File: src/rtl/alu_op_decode_queue_if.sv
// Fetch-to-decode and decode-to-ALU handshake bundle for alu_op_decode_queue.
// The slave modport is the decode stage; the master modport is its environment
// (fetch on the input side, ALU on the output side).
interface alu_op_decode_queue_if #(
    parameter int unsigned ERRW = 8
);
    // Fetch side
    logic            in_valid;
    logic            in_ready;
    logic [8:0]      instr;
    // ALU side
    logic            out_valid;
    logic            out_ready;
    logic [4:0]      alu_op;
    logic [3:0]      rs;
    logic [7:0]      imm;
    logic            is_imm;
    // Illegal-opcode reporting
    logic            illegal;
    logic [ERRW-1:0] err_count;

    modport slave (
        input  in_valid, instr, out_ready,
        output in_ready, out_valid, alu_op, rs, imm, is_imm, illegal, err_count
    );

    modport master (
        output in_valid, instr, out_ready,
        input  in_ready, out_valid, alu_op, rs, imm, is_imm, illegal, err_count
    );
endinterface

File: src/rtl/alu_op_decode_queue.sv
// Decode stage in front of the ALU: decodes the 5-bit opcode of each accepted
// instruction, queues legal operations in a 2-entry circular buffer and drops
// and counts illegal ones. Handshake outputs depend only on registered count.
module alu_op_decode_queue #(
    parameter int unsigned ERRW = 8
) (
    input logic                  clk,
    input logic                  reset,
    input logic                  flush,
    alu_op_decode_queue_if.slave bus
);

    localparam int unsigned DEPTH = 2;

    typedef struct packed {
        logic [4:0] alu_op;
        logic [3:0] rs;
        logic [7:0] imm;
        logic       is_imm;
    } entry_t;

    entry_t            mem_q [DEPTH];
    entry_t            mem_d [DEPTH];
    logic              rd_ptr_q, rd_ptr_d;
    logic              wr_ptr_q, wr_ptr_d;
    logic [1:0]        count_q, count_d;
    logic              illegal_q, illegal_d;
    logic [ERRW-1:0]   err_count_q, err_count_d;

    entry_t            dec;
    logic              dec_legal;
    logic [4:0]        op;
    logic              accept;
    logic              push;
    logic              pop;
    logic              in_ready;
    logic              out_valid;

    // Opcode decode of the instruction currently offered by fetch
    always_comb begin
        dec       = '0;
        dec_legal = 1'b0;
        op        = bus.instr[8:4];
        dec.rs    = bus.instr[3:0];
        casez (op)
            5'b00000, 5'b00001, 5'b00010, 5'b00011, 5'b00111, 5'b01000,
            5'b01001, 5'b01010, 5'b01011, 5'b01100, 5'b01111: begin
                dec_legal  = 1'b1;
                dec.alu_op = op;
            end
            5'b100??: begin
                // ADDI carries a 2-bit immediate in the opcode's low bits
                dec_legal  = 1'b1;
                dec.alu_op = 5'b10000;
                dec.imm    = {6'b0, op[1:0]};
                dec.is_imm = 1'b1;
            end
            default: begin
                dec_legal = 1'b0;
            end
        endcase
    end

    // Handshake qualifiers, derived from registered count only
    always_comb begin
        in_ready  = (count_q != 2'(DEPTH));
        out_valid = (count_q != 2'd0);
        accept    = bus.in_valid & in_ready;
        push      = accept & dec_legal;
        pop       = out_valid & bus.out_ready;
    end

    // Queue pointer/count/storage and error-count next state
    always_comb begin
        mem_d       = mem_q;
        rd_ptr_d    = rd_ptr_q;
        wr_ptr_d    = wr_ptr_q;
        count_d     = count_q;
        illegal_d   = accept & ~dec_legal;
        err_count_d = err_count_q;

        if (flush) begin
            // Redirect: drop everything, including a push in this cycle
            rd_ptr_d = 1'b0;
            wr_ptr_d = 1'b0;
            count_d  = 2'd0;
        end else begin
            if (push) begin
                mem_d[wr_ptr_q] = dec;
                wr_ptr_d        = ~wr_ptr_q;
            end
            if (pop) begin
                rd_ptr_d = ~rd_ptr_q;
            end
            case ({push, pop})
                2'b10:   count_d = count_q + 2'd1;
                2'b01:   count_d = count_q - 2'd1;
                default: count_d = count_q;
            endcase
        end

        // Illegal accounting is independent of flush
        if (illegal_d && (err_count_q != '1)) begin
            err_count_d = err_count_q + ERRW'(1);
        end
    end

    // State registers with synchronous active-high reset
    always_ff @(posedge clk) begin
        if (reset) begin
            for (int i = 0; i < DEPTH; i++) begin
                mem_q[i] <= '0;
            end
            rd_ptr_q    <= 1'b0;
            wr_ptr_q    <= 1'b0;
            count_q     <= 2'd0;
            illegal_q   <= 1'b0;
            err_count_q <= '0;
        end else begin
            mem_q       <= mem_d;
            rd_ptr_q    <= rd_ptr_d;
            wr_ptr_q    <= wr_ptr_d;
            count_q     <= count_d;
            illegal_q   <= illegal_d;
            err_count_q <= err_count_d;
        end
    end

    // Output drive: head entry fields come straight from storage
    always_comb begin
        bus.in_ready  = in_ready;
        bus.out_valid = out_valid;
        bus.alu_op    = mem_q[rd_ptr_q].alu_op;
        bus.rs        = mem_q[rd_ptr_q].rs;
        bus.imm       = mem_q[rd_ptr_q].imm;
        bus.is_imm    = mem_q[rd_ptr_q].is_imm;
        bus.illegal   = illegal_q;
        bus.err_count = err_count_q;
    end

endmodule

File: src/flat_wrapper.sv
// flat-port wrapper written by rule: the top's interface ports become plain ports
module alu_op_decode_queue_flat 
#(
    parameter int unsigned ERRW = 8
)
  (clk, reset, flush, bus_in_valid, bus_instr, bus_out_ready, bus_in_ready, bus_out_valid, bus_alu_op, bus_rs, bus_imm, bus_is_imm, bus_illegal, bus_err_count);
  alu_op_decode_queue_if #(.ERRW(ERRW)) bus_i ();
  input logic clk;
  input logic reset;
  input logic flush;
  input wire logic [$bits(bus_i.in_valid)-1:0] bus_in_valid;
  input wire logic [$bits(bus_i.instr)-1:0] bus_instr;
  input wire logic [$bits(bus_i.out_ready)-1:0] bus_out_ready;
  output wire logic [$bits(bus_i.in_ready)-1:0] bus_in_ready;
  output wire logic [$bits(bus_i.out_valid)-1:0] bus_out_valid;
  output wire logic [$bits(bus_i.alu_op)-1:0] bus_alu_op;
  output wire logic [$bits(bus_i.rs)-1:0] bus_rs;
  output wire logic [$bits(bus_i.imm)-1:0] bus_imm;
  output wire logic [$bits(bus_i.is_imm)-1:0] bus_is_imm;
  output wire logic [$bits(bus_i.illegal)-1:0] bus_illegal;
  output wire logic [$bits(bus_i.err_count)-1:0] bus_err_count;
  assign bus_i.in_valid = bus_in_valid;
  assign bus_i.instr = bus_instr;
  assign bus_i.out_ready = bus_out_ready;
  assign bus_in_ready = bus_i.in_ready;
  assign bus_out_valid = bus_i.out_valid;
  assign bus_alu_op = bus_i.alu_op;
  assign bus_rs = bus_i.rs;
  assign bus_imm = bus_i.imm;
  assign bus_is_imm = bus_i.is_imm;
  assign bus_illegal = bus_i.illegal;
  assign bus_err_count = bus_i.err_count;
  alu_op_decode_queue #(.ERRW(ERRW)) u_core (.clk(clk), .reset(reset), .flush(flush), .bus(bus_i));
endmodule
File: config.mk
export PLATFORM = sky130hd
export DESIGN_NAME = alu_op_decode_queue_flat
export DESIGN_NICKNAME = d
export VERILOG_FILES = /design/src/rtl/alu_op_decode_queue_if.sv /design/src/rtl/alu_op_decode_queue.sv /design/src/flat_wrapper.sv
export SDC_FILE = /design/constraint.sdc
export NUM_CORES = 1
export LEC_CHECK = 0
export ABC_AREA = 1
export BUFFER_PORTS_ARGS = -buffer_cell sky130_fd_sc_hd__buf_2
export CAP_MARGIN = 5
export CORE_ASPECT_RATIO = 0.5
export CORE_MARGIN = 5
export CORE_UTILIZATION = 59
export CTS_BUF_LIST = sky130_fd_sc_hd__clkbuf_8 sky130_fd_sc_hd__clkbuf_16
export DETAILED_ROUTE_END_ITERATION = 8
export PLACE_DENSITY = 0.82
export SETUP_SLACK_MARGIN = 0.02
export SYNTH_ARGS = -nofsm -noshare
export SYNTH_HDL_FRONTEND = slang
export SYNTH_SLANG_ARGS = --single-unit
export TNS_END_PERCENT = 20
File: constraint.sdc
create_clock -name clk -period 2.54 [get_ports clk]
set_input_delay 0.254 -clock clk [delete_from_list [all_inputs] [get_ports clk]]
set_output_delay 0.254 -clock clk [all_outputs]
set_load 0.02 [all_outputs]
After elaboration in Yosys (flattened, before gate mapping):

Index checks and enable logic that the tools add are counted.

* $add $sub $neg: 3
* order comparisons: 3
* eq/ne operators: 15
* muxes and demuxes: 10
* bitwise gates (word level): 10
* reductions and logical operators: 9

Operator list (number)
* 2-to-1 mux 18 bit: 4
* bitwise mux 36 bit: 1
* == test 5 x 4 -> 1 bit, second input constant: 6
* demux 18 bit (select 1 bit): 1
* OR reduction 12 bit: 1
* OR reduction 11 bit: 1
* == test 5 x 2 -> 1 bit, second input constant: 2
* one-hot mux 5 bit (2 select lines): 1
* adder 8 x 1 -> 8 bit, second input constant: 1
* inequality test 8 bit, second input constant: 1
* == test 5 x 1 -> 1 bit, second input constant: 1
* == test 5 x 3 -> 1 bit, second input constant: 1
* zero test 5 bit: 1
* bitwise AND 1 bit: 4
* greater-or-equal comparator 2 bit, second input constant: 2
* inverter 1 bit: 4
* inverter 1 -> 2 bit: 2
* one-hot mux 2 bit (2 select lines): 1
* nonzero test 2 bit: 2
* == test 3 bit, second input constant: 1
* 2-to-1 mux 3 bit: 1
* adder 2 x 1 -> 2 bit, second input constant: 1
* == test 2 x 1 -> 1 bit, second input constant: 1
* == test 2 bit, second input constant: 1
* other kinds (7): 8

* register bits: 49
* input bits: 14
* output and inout bits: 29
* logic and storage cells: 63

Depth between registers and ports, before layout:

Gate-level depths: netlist of run 1.

* depth after elaboration: 6
* depth in mapped cells: 13
* depth with buffers taken out: 13

Least setup slack after synthesis of run 1:

Ideal clock, no wire load.

* path kind: flip-flop to flip-flop
* start point: register u_core.count_q[0]
* end point: register u_core.count_q[1]
* setup time: 0.119 ns
* arrival time: 1.600 ns
* required time: 2.421 ns
* path slack: 0.821 ns
* stages on the path, launching flop included: 11
* buffers on the path: 0
* clock period less this slack: 1.719 ns
* cells stage by stage: dfxtp_1 -> inv_1 -> nand2_1 -> nand2_1 -> inv_2 -> nand2_1 -> ha_1 -> inv_1 -> nand2_1 -> nor3_1 -> nor3_1

* word-level cells in the longest chain between the ends: 5
* elaborated cells between the ends (all ways): 11
* those cells by class: add/sub: 2; eq/ne: 3; mux: 1; bitwise: 3; reduce/logical: 2

Ends and longest elaborated chain
* from (decl): RTL line alu_op_decode_queue.sv:26 `logic [1:0] count_q, count_d;`
* from (signal assigned): RTL line alu_op_decode_queue.sv:123 `count_q <= count_d;`
* inequality test 2 bit (*): RTL line alu_op_decode_queue.sv:66 `in_ready = (count_q != 2'(DEPTH));`
* net bus_in_ready: RTL line flat_wrapper.sv:14 `output wire logic [$bits(bus_i.in_ready)-1:0] bus_in_ready;`
* bitwise AND 1 bit (*): RTL line alu_op_decode_queue.sv:68 `accept = bus.in_valid & in_ready;`
* bitwise AND 1 bit (*): RTL line alu_op_decode_queue.sv:69 `push = accept & dec_legal;`
* == test 2 x 1 -> 1 bit or == test 2 bit (tied branches): RTL line alu_op_decode_queue.sv:95 `case ({push, pop})`
* one-hot mux 2 bit (2 select lines) or nonzero test 2 bit (tied branches)

The timed path passes the listed nets; every way through them passes the cells marked *.
A chain may end at the register's enable or synchronous reset.

Worst setup path in the final report of run 1:

* start point: register u_core.rd_ptr_q
* end point: output port bus_alu_op[4]

* word-level cells in the longest chain between the ends: 4

Ends and longest elaborated chain
* from (decl): RTL line alu_op_decode_queue.sv:24 `logic rd_ptr_q, rd_ptr_d;`
* from (signal assigned): RTL line alu_op_decode_queue.sv:121 `rd_ptr_q <= rd_ptr_d;`
* inverter 1 -> 2 bit (implied by the code): RTL line alu_op_decode_queue.sv:133 `bus.alu_op = mem_q[rd_ptr_q].alu_op;`
* 2-to-1 mux 18 bit (implied by the code) (3 in a row): RTL line alu_op_decode_queue.sv:133
* to (decl): RTL line flat_wrapper.sv:16 `output wire logic [$bits(bus_i.alu_op)-1:0] bus_alu_op;`

No other way between the ends. The select of a mux whose other input is x is not followed.

==> results of run 1 <==
## power breakdown
group          leakage [nW]  internal [mW]  switching, mW
combinational         0.900         0.0629          0.141
sequential            0.300          0.599         0.0112
clock                0.0626          0.316          0.218
## synthesized netlist by cell type, drive strengths merged
cell | n | area share
xnor2 | 2 | 0.0081
dfxtp | 37 | 0.34
o211ai | 1 | 0.0035
clkinv | 1 | 0.0017
nand4 | 6 | 0.017
buf | 12 | 0.045
nor2 | 79 | 0.16
nand3b | 1 | 0.0035
ha | 2 | 0.012
clkbuf | 3 | 0.0052
o21ai | 18 | 0.042
nand2 | 93 | 0.18
nor3 | 2 | 0.0047
conb | 1 | 0.0017
nand3 | 13 | 0.058
inv | 52 | 0.091
a21oi | 8 | 0.019
xor2 | 2 | 0.0081
## cells by family after synthesis
| kind of cell | synth area share |
|---|---|
| AOI/OAI and AO/OA | 0.06399 |
| xor gates and xnor gates | 0.01629 |
| adders and majority gates | 0.01163 |
| buffers and inverters | 0.1425 |
| DFF | 0.3444 |
| other | 0.001744 |
| and+or+nand+nor | 0.4194 |
## per-layer routing
| layer | GRT usage | up-vias | wire [um] |
|---|---|---|---|
| li1 | - | 1049 | - |
| met1 | 0.2468 | 891 | 2104 |
| met2 | 0.3418 | 74 | 2132 |
| met3 | 0.05739 | 9 | 352 |
| met4 | 0.07311 | 0 | 68 |
| met5 | 0 | - | 0 |
## stage by stage
| stage | util | setup WS [ns] | std cells |
|---|---|---|---|
| 2_1_floorplan | - | 0.8206 | 338 |
| 3_3_place_gp | 0.6641 | 0.7835 | 410 |
| 3_5_place_dp | 0.6641 | 0.6767 | 410 |
| 4_1_cts | 0.6977 | 0.6855 | 418 |
| 5_1_grt | 0.6977 | 0.5024 | 418 |
| 6_report | 0.6977 | 0.6735 | 418 |
## layout make-up
type	instances	area [um2]	area share
flip-flops and latches	37	740.7	0.3058
multi-input cells	233	1122	0.4633
clock buffers	6	82.58	0.03409
well taps	51	63.81	0.02634
repair buffers	36	180.2	0.07438
clock inverters	2	33.78	0.01395
inverters	53	198.9	0.08213
## sequential cells by signal, indices dropped and copies added (netlist names)
name and cells:
u_core.rd_ptr_q 1, u_core.count_q 2, u_core.bus.illegal 1, u_core.wr_ptr_q 1, u_core.mem_q 24, u_core.bus.err_count 8
## how the worst max path moves through the flow
stage | from | end | slack, ns | cells past startpoint
CTS | u_core.rd_ptr_q$_SDFFE_PP0P_ | bus_rs[1] | 0.69 | 3
detailed placement | bus_instr[7] | u_core.count_q[1]$_SDFFE_PP0P_ | 0.68 | 13
floorplan | u_core.count_q[0]$_SDFFE_PP0P_ | u_core.count_q[1]$_SDFFE_PP0P_ | 0.82 | 10
finish | u_core.rd_ptr_q$_SDFFE_PP0P_ | bus_alu_op[4] | 0.67 | 2
global route | u_core.count_q[0]$_SDFFE_PP0P_ | u_core.count_q[1]$_SDFFE_PP0P_ | 0.50 | 11
global placement | bus_instr[8] | u_core.count_q[1]$_SDFFE_PP0P_ | 0.78 | 13
## tightest hold or removal path, delay by kind of cell
kind / cells / cell delay [ns]
buffers and inverters: 1 / 0.09
AND/OR/NAND/NOR: 2 / 0.12
==> summary.md, run 1 <==
| Metric | Value |
|---|---|
| Final Wtd Congestion | `0.8834` |
| TritonCTS clock tree | `built` |
| Seq/Total Area, Yosys | `0.3444` |
| Clock sink total | `37` |
| Max clock buf depth | `2` |
| Final min period | `1.867 ns` |
| First-pass detailed-route iteration total | `5` |
| Crit Path Class | `flip-flop to output pin` |
| CP Max Fanout | `26` |
| Vias in the first global route | `1,739` |
| Worst-Skew Late Latency | `0.30 ns` |
| Total routed wirelength | `4.656 mm` |
| First-pass GRT wire length | `7.769 mm` |
| DPL Wire Length | `3.150 mm` |
| Max_slew headroom | `0.4502` |
| CTS HTree Levels | `2` |
| Clock Skew | `0.005652 ns` |
| Die W | `95.39 um` |
| Synth Instances | `333` |
| CTS buffer count | `5` |
| Initial core utilization | `0.6195` |
| Arrival time worst endpoint | `1.61 ns` |
| Most common cell after layout, fill and taps aside | `nand2_1` |
| Post-CTS Hold Buffers | `0` |
| Sum of negative setup slack | `0 ns` |
| Vias after detailed routing | `2,023` |
| Fin. Hold Viols | `0` |
| Max Slew Vio Count | `0` |
| Cell leakage power | `1.263 nW` |
| Cts repair resizes | `0` |
| DR vias/cell | `4.840` |
| Final ANT Viol Nets | `0` |
| Fillcell total | `287` |
| Fraction of layout cells with a size suffix above 1 | `0.2071` |
| WHS Endpoint | `u_core.mem_q[28]$_SDFFE_PP0P_` |
| Period Utilization, post-route | `0.7348` |
| Max Clk Rate | `535.8 MHz` |
| Startpoint types | `flip-flop` |
| Netlist Area Pre-Place | `0.002151 mm2` |
| Power Total | `1.348 mW` |
| Row cnt | `15` |
| Fin Hold WS | `0.1918 ns` |
| Critical R2R Launch | `u_core.count_q[0]$_SDFFE_PP0P_` |
| Cell Area, Placed | `0.002306 mm2` |
| Postcts setup bufs | `0` |
| Global Route Usage Sum | `0.2020` |
| DRC violation count after routing | `0` |
| Crit end category | `output pin` |
| Synth-to-layout area growth | `12.62%` |
| Setup slack, reg-to-reg | `0.73 ns` |
| Synth Area per Inst | `6.459 um2` |
| Worst IR Drop VDD | `0.0002520 V` |
| Most frequent cells in the layout | `nand2_1 (80), nor2_1 (71), inv_1 (47), dfxtp_1 (37), buf_2 (36)` |
| Initial antenna violation count | `0` |
| Reg2Reg Depth | `11` |
| Die area | `0.005026 mm2` |
| Hold Path Class | `input port to flip-flop` |
| Clock Pin Slew Worst Setup and Hold Paths | `0.08 ns` |
| Max Cap Violations | `0` |
| Flops & latches, synth | `37` |
| Diodes inserted | `0` |
| Crit-path leading delay family | `flip-flops` |
| Netlist cell types | `28` |
| Crit path max-delay cell type | `dfxtp_1` |
| Slowest stage delay, CP | `0.86 ns` |
| I/O pin count | `43` |
| DR WL/cell | `11.14 um` |
| Hold Path Cell Cnt | `3` |
| Ys Warns | `0` |
| Hold Startpoint | `bus_instr[1]` |
| Port Buffers | `36` |
| WP buf/inv | `1` |
| Die Y | `52.70 um` |
| Pwr Density | `556.6 mW/mm2` |
| Fin nets | `382` |
| Final instance area | `0.002422 mm2` |
| # setup viols final | `0` |
| Largest net degree at the start of global routing | `28` |
| Worst-margin pin slew | `0.8236 ns` |
| Status | `finished clean` |
| Crit-path cells | `o21ai_0 > buf_2` |
| Initial DRC Count | `158` |
| RSZ-0062 raised after global routing | `false` |
| Clk root buf | `clkbuf_8` |
| Worst r2r dst | `u_core.count_q[1]$_SDFFE_PP0P_` |
| Required time worst endpoint | `2.29 ns` |
| Core Area | `0.003472 mm2` |
| GRT Residual Overflow | `0` |
No activity file was read; power rests on OpenSTA's default activity.
==> run 2, diff against run 1 <==
- CORE_UTILIZATION: 59 -> 55
- PLACE_DENSITY: 0.82 -> 0.77
- clock period: 2.54 -> 1.8 ns (I/O delays scaled with it)
==> run 2 against run 1 <==
Flip-flop and latch count is the same. Global-route usage shrank 3.1 points. Wire length shrank 7.0%. Largest cell class unchanged. Via count shrank 2.1%. Register-to-register slack lost 0.51 ns. First-iteration DRC count shrank 56%. Combinational power grew 46%. Final area grew 1.5%. Cell count grew 1.9%. Hold slack lost 0.064 ns.
==> summary.md, run 2 (synthesized netlist as in run 1, its figures left out) <==
| Metric | Value |
|---|---|
| I/O pin count | `43 (unchanged)` |
| Sum of negative setup slack | `0 ns (unchanged)` |
| Clock sink total | `37 (unchanged)` |
| Core Area | `0.003844 mm2 (+11%)` |
| Grt met2 use | `0.3221 (-0.01968)` |
| Initial DRC Count | `70 (-56%)` |
| Final min period | `1.579 ns` |
| Pwr Density | `755.5 mW/mm2 (+36%)` |
| Crit-path leading delay family | `simple AND/OR/NAND/NOR gates` |
| Top reg by flops | `u_core.mem_q` |
| Global Route Usage Sum | `0.1710 (-0.03101)` |
| Max clock buf depth | `2 (unchanged)` |
| Worst r2r dst | `u_core.count_q[1]$_SDFFE_PP0P_` |
| DR WL/cell | `10.17 um (-8.7%)` |
| M1 GR Usage | `0.1944 (-0.05231)` |
| Critical R2R Launch | `u_core.count_q[0]$_SDFFE_PP0P_` |
| Worst Setup SP | `u_core.count_q[0]$_SDFFE_PP0P_` |
| Number of flip-flops in the largest register | `24 (unchanged)` |
| CP Max Fanout | `4 (-85%)` |
| Vias after detailed routing | `1,980 (-2.1%)` |
| Required time worst endpoint | `2.01 ns (-0.28 ns)` |
| Total routed wirelength | `4.331 mm (-7.0%)` |
| Initial core utilization | `0.5596 (-0.05989)` |
| First-pass GRT wire length | `7.341 mm (-5.5%)` |
| RSZ-0062 raised after global routing | `false` |
| Die W | `98.44 um (+3.2%)` |
| Startpoint types | `flip-flop` |
| DPL Wire Length | `3.099 mm (-1.6%)` |
| Vias in the first global route | `1,804 (+3.7%)` |
| Largest net degree at the start of global routing | `25 (-11%)` |
| Most frequent cells in the layout | `nand2_1 (80), nor2_1 (71), inv_1 (46), buf_2 (36), dfxtp_1 (36)` |
| TritonCTS clock tree | `built` |
| Power Total | `1.858 mW (+38%)` |
| Synth-to-layout area growth | `14.37%` |
| Max Slew Vio Count | `0 (unchanged)` |
| Slowest stage delay, CP | `0.35 ns (-0.51 ns)` |
| Most common cell after layout, fill and taps aside | `nand2_1` |
| WP buf/inv | `3 (+2)` |
| Period Utilization, post-route | `0.8774` |
| Initial antenna violation count | `0 (unchanged)` |
| Final ANT Viol Nets | `0 (unchanged)` |
| Area of the multi-input gates | `0.001122 mm2 (unchanged)` |
| Worst-Skew Late Latency | `0.29 ns (about the same)` |
| Die area | `0.005337 mm2 (+6.2%)` |
| CTS buffer count | `5 (unchanged)` |
| Final Wtd Congestion | `0.9497 (+7.5%)` |
| Fin. Hold Viols | `0 (unchanged)` |
| Status | `finished clean` |
| Diodes inserted | `0 (unchanged)` |
| Fin Hold WS | `0.1281 ns (-0.06363 ns)` |
| Fin util | `0.6400 (-0.05768)` |
| Clock Skew | `0.006496 ns (+0.0008443 ns)` |
| Row cnt | `16 (+1)` |
| Hold Path Class | `input port to flip-flop` |
| DR vias/cell | `4.648 (-4.0%)` |
| First-pass detailed-route iteration total | `4 (-1)` |
| Sequential Area | `742.0 um2 (+0.17%)` |
| Fillcell total | `363 (+26%)` |
| Critical Path Sink | `u_core.count_q[1]$_SDFFE_PP0P_` |
| Setup WS pre-CTS | `0.07190 ns (-0.6048 ns)` |
| Worst IR Drop VDD | `0.0003842 V (+52%)` |
| Fin nets | `388 (+1.6%)` |
| Max Cap Violations | `0 (unchanged)` |
| Crit end category | `flip-flop` |
| Crit path max-delay cell type | `dfxtp_2` |
| Setup slack, reg-to-reg | `0.22 ns (-0.51 ns)` |
| Clk root buf | `clkbuf_8` |
| Arrival time worst endpoint | `1.79 ns (+0.18 ns)` |
| GRT Residual Overflow | `0 (unchanged)` |
| Crit Path Class | `flip-flop to flip-flop` |
| # setup viols final | `0 (unchanged)` |
| Most used cell, CP | `nand2_1` |
| Max Clk Rate | `633.2 MHz` |
| CTS HTree Levels | `2 (unchanged)` |
| Setup WS post-layout | `0.2208 ns (-0.4527 ns)` |
| Crit-path cells | `inv_1 > nand2_1 > nand2_1 > inv_2 > nand2_1 > ha_1 > inv_1 > nand2_1 > nor2_1 > nor2_1 > nor3_1` |
| Cell leakage power | `1.284 nW (+1.7%)` |
| Routing usage on met3 | `0.05216 (-0.005226)` |
| Fraction of layout cells with a size suffix above 1 | `0.2231 (+0.01603)` |
| Worst path depth | `11 (+9)` |
| Reg2Reg Depth | `11 (unchanged)` |
| Gr busiest metal | `met2` |
| Clock Pin Slew Worst Setup and Hold Paths | `0.08 ns (about the same)` |
| Die Y | `54.22 um (+2.9%)` |
| Port Buffers | `36 (unchanged)` |
| DRC violation count after routing | `0 (unchanged)` |
-- run 2: what timing repair did --
action | CTS | global route
endpoints found under the setup margin | 0 | 1
hold buffers | 0 | 0
setup buffers | 0 | 2
resized for setup | 0 | 1
-- run 2: area by class of cell --
class / count / area share
Inverter: 53 / 0.08087
Multi-Input combinational cell: 233 / 0.4563
Timing Repair Buffer: 42 / 0.09156
Tap cell: 54 / 0.02747
Clock buffer: 5 / 0.02798
Sequential cell: 37 / 0.3016
Clock inverter: 2 / 0.01424
-- run 2: worst min path at each step --
| stage | start | to | cells past startpoint |
|---|---|---|---|
| detailed placement | bus_instr[1] | u_core.mem_q[10]$_SDFFE_PP0P_ | 3 |
| global placement | bus_instr[3] | u_core.mem_q[30]$_SDFFE_PP0P_ | 3 |
| floorplan | bus_instr[3] | u_core.mem_q[12]$_SDFFE_PP0P_ | 2 |
| global route | bus_instr[2] | u_core.mem_q[11]$_SDFFE_PP0P_ | 3 |
| finish | bus_instr[1] | u_core.mem_q[28]$_SDFFE_PP0P_ | 3 |
| CTS | bus_instr[1] | u_core.mem_q[10]$_SDFFE_PP0P_ | 3 |
-- run 2: per-stage QoR --
step	area (um2)	std cells
detailed placement	2340	417
CTS	2444	424
global placement	2340	417
global route	2460	426
finish	2460	426
floorplan	2170	338
-- run 2: report_power, final --
part | total [mW] | leakage (nW) | switching [mW] | internal (mW)
clock | 0.704 | 0.0540 | 0.301 | 0.403
combinational | 0.297 | 0.929 | 0.199 | 0.0980
sequential | 0.857 | 0.301 | 0.0121 | 0.845
-- run 2: layer usage --
metal,routed length (um),part of all wire
met1,2044,0.47
met3,209,0.048
met2,2044,0.47
met4,32,0.0074
met5,0,0
-- run 2: tightest hold or removal path, delay by kind of cell --
family,cells,cell delay (ns)
buf+inv,1,0.09
simple gates,2,0.12
==> run 3, diff against run 2 <==
- PLACE_DENSITY: 0.77 -> 0.8
==> run 3 against run 2 <==
Wire length grew 2.1%. Setup slack lost 0.023 ns. Combinational power is essentially flat. Utilization shrank 0.20 points. Global-route usage grew 0.91 points. Sequential share of layout area grew 0.092 points. Count of clock-buffer cells in the layout is the same. Flip-flop and latch count is the same. First-iteration DRC count grew 49%. Via count grew 0.71%. Clock power is essentially flat. Non-clock buffer count shrank 1. Largest cell class unchanged.
==> summary.md, run 3 (synthesized netlist as in run 1, its figures left out) <==
| Metric | Value |
|---|---|
| Top reg by flops | `u_core.mem_q` |
| Reg2Reg Depth | `8 (-3)` |
| Diodes inserted | `0 (unchanged)` |
| Final ANT Viol Nets | `0 (unchanged)` |
| Most common cell after layout, fill and taps aside | `nand2_1` |
| Crit-path leading delay family | `simple AND/OR/NAND/NOR gates` |
| Crit-path cells | `ha_1 > nand4_1 > nor2_1 > nand2_2 > nand3_4 > inv_2 > nor2_1 > nor2_2` |
| Die area | `0.005337 mm2 (unchanged)` |
| GRT Residual Overflow | `0 (unchanged)` |
| Startpoint types | `flip-flop` |
| First-pass detailed-route iteration total | `4 (unchanged)` |
| Core Area | `0.003844 mm2 (unchanged)` |
| Total routed wirelength | `4.424 mm (+2.1%)` |
| Fraction of layout cells with a size suffix above 1 | `0.2210 (-0.002094)` |
| I/O pin count | `43 (unchanged)` |
| Initial DRC Count | `104 (+49%)` |
| Die W | `98.44 um (unchanged)` |
| RSZ-0062 raised after global routing | `false` |
| Required time worst endpoint | `1.99 ns (-0.02 ns)` |
| Most frequent cells in the layout | `nand2_1 (80), nor2_1 (71), inv_1 (46), buf_2 (36), dfxtp_1 (36)` |
| Hold Path Cell Cnt | `3 (unchanged)` |
| Initial core utilization | `0.5596 (unchanged)` |
| Max Slew Vio Count | `0 (unchanged)` |
| Initial antenna violation count | `0 (unchanged)` |
| First-pass GRT wire length | `7.638 mm (+4.0%)` |
| Setup slack, reg-to-reg | `0.20 ns (-0.02 ns)` |
| CTS HTree Levels | `2 (unchanged)` |
| Synth-to-layout area growth | `14.02%` |
| Hold Path Class | `input port to flip-flop` |
| DPL Wire Length | `3.100 mm (about the same)` |
| Worst-Skew Late Latency | `0.30 ns (about the same)` |
| Pwr Density | `759.5 mW/mm2 (+0.53%)` |
| Clock Pin Slew Worst Setup and Hold Paths | `0.07 ns (about the same)` |
| Status | `finished clean` |
| TritonCTS clock tree | `built` |
| Worst IR Drop VDD | `0.0003455 V (-10%)` |
| WHS Endpoint | `u_core.mem_q[27]$_SDFFE_PP0P_` |
| Port Buffers | `36 (unchanged)` |
| Max clock buf depth | `2 (unchanged)` |
| CTS buffer count | `5 (unchanged)` |
| Number of flip-flops in the largest register | `24 (unchanged)` |
| Fin Hold WS | `0.1233 ns (-0.004828 ns)` |
| Clk root buf | `clkbuf_8` |
| Arrival time worst endpoint | `1.79 ns (about the same)` |
| Fillcell total | `338 (-6.9%)` |
| Clock sink total | `37 (unchanged)` |
| CP Max Fanout | `8 (+4)` |
| Clock Skew | `0.006814 ns (+0.0003183 ns)` |
| Max Cap Violations | `0 (unchanged)` |
| Largest net degree at the start of global routing | `27 (+8.0%)` |
| Sequential Area | `742.0 um2 (unchanged)` |
| Vias in the first global route | `1,784 (-1.1%)` |
| Row cnt | `16 (unchanged)` |
| DRC violation count after routing | `0 (unchanged)` |
| Max Clk Rate | `624.3 MHz (-1.4%)` |
| Sum of negative setup slack | `0 ns (unchanged)` |
| Hold Startpoint | `bus_instr[0]` |
| Area of the multi-input gates | `0.001122 mm2 (unchanged)` |
| DR vias/cell | `4.692 (+0.94%)` |
| Final Wtd Congestion | `0.9806 (+3.3%)` |
| Period Utilization, post-route | `0.8899 (+0.01254)` |
| Final min period | `1.602 ns (+0.02257 ns)` |
| Critical R2R Launch | `u_core.bus.err_count[0]$_SDFFE_PP0P_` |
| Worst r2r dst | `u_core.bus.err_count[1]$_SDFFE_PP0P_` |
| Die Y | `54.22 um (unchanged)` |
| Crit end category | `flip-flop` |
| # setup viols final | `0 (unchanged)` |
| DR WL/cell | `10.41 um (+2.4%)` |
| WP buf/inv | `1 (-2)` |
| Vias after detailed routing | `1,994 (+0.71%)` |
| Post-CTS Hold Buffers | `0 (unchanged)` |
| Fin. Hold Viols | `0 (unchanged)` |
| Slowest stage delay, CP | `0.41 ns (+0.06 ns)` |
| Fin nets | `387 (-0.26%)` |
| Crit path max-delay cell type | `dfxtp_1` |
| Global Route Usage Sum | `0.1801 (+0.009139)` |
| Most used cell, CP | `nor2_1` |
| Cell leakage power | `1.279 nW (-0.37%)` |
| Crit Path Class | `flip-flop to flip-flop` |
run 3: changes by cell type in the layout (fill, tap and decap cells not counted), sizes merged:
cell / before / now
buf: 42 / 41
run 3: worst register-to-register path: stages, from the launching register on:
cell and delay [ns]:
dfxtp_1 0.41, ha_1 0.25, nand4_1 0.15, nor2_1 0.18, nand2_2 0.16, nand3_4 0.16
inv_2 0.04, nor2_1 0.10, nor2_2 0.05
run 3: timing repair:
action | 4_1_cts | 5_1_grt
resized for setup | 0 | 1
endpoints found under the setup margin | 0 | 1
setup buffers | 0 | 1
run 3: area by class of cell:
class / instances / share of cell area
Multi-Input combinational cell: 233 / 0.4577
Sequential cell: 37 / 0.3026
Timing Repair Buffer: 41 / 0.08878
Inverter: 53 / 0.08112
Clock buffer: 5 / 0.02806
Tap cell: 54 / 0.02755
Clock inverter: 2 / 0.01429
run 3: worst max path at each step:
stage                                               startpoint                                    to  depth (start not counted)
final                     u_core.bus.err_count[0]$_SDFFE_PP0P_  u_core.bus.err_count[1]$_SDFFE_PP0P_                          8
after CTS                       u_core.count_q[0]$_SDFFE_PP0P_        u_core.count_q[1]$_SDFFE_PP0P_                         11
after global placement                            bus_instr[8]        u_core.count_q[1]$_SDFFE_PP0P_                         12
after floorplan                 u_core.count_q[0]$_SDFFE_PP0P_        u_core.count_q[1]$_SDFFE_PP0P_                         10
after global routing            u_core.count_q[0]$_SDFFE_PP0P_        u_core.count_q[1]$_SDFFE_PP0P_                         11
after detailed placement                          bus_instr[8]        u_core.count_q[1]$_SDFFE_PP0P_                         13
run 3: power breakdown:
group	switching, mW	internal, mW
registers	0.0130	0.845
logic	0.200	0.0970
clock network	0.305	0.403
run 3: metal layers:
layer	track usage	vias up	share of wire
met2	0.3188	49	0.45
met5	0	-	0
met3	0.04962	8	0.050
li1	-	1064	-
met4	0.07483	0	0.016
met1	0.2139	873	0.48
run 3: metrics by stage:
stage | instance area [um2] | std cells | setup WS (ns) | power (mW) | utilization
after floorplan | 2170 | 338 | 0.08061 | 1.101 | -
after global placement | 2340 | 417 | 0.1700 | 1.161 | 0.6087
after detailed placement | 2340 | 417 | 0.01597 | 1.170 | 0.6087
after CTS | 2444 | 424 | 0.1149 | 1.881 | 0.6357
after global routing | 2452 | 425 | 0.04683 | 1.959 | 0.6380
final | 2452 | 425 | 0.1982 | 1.863 | 0.6380
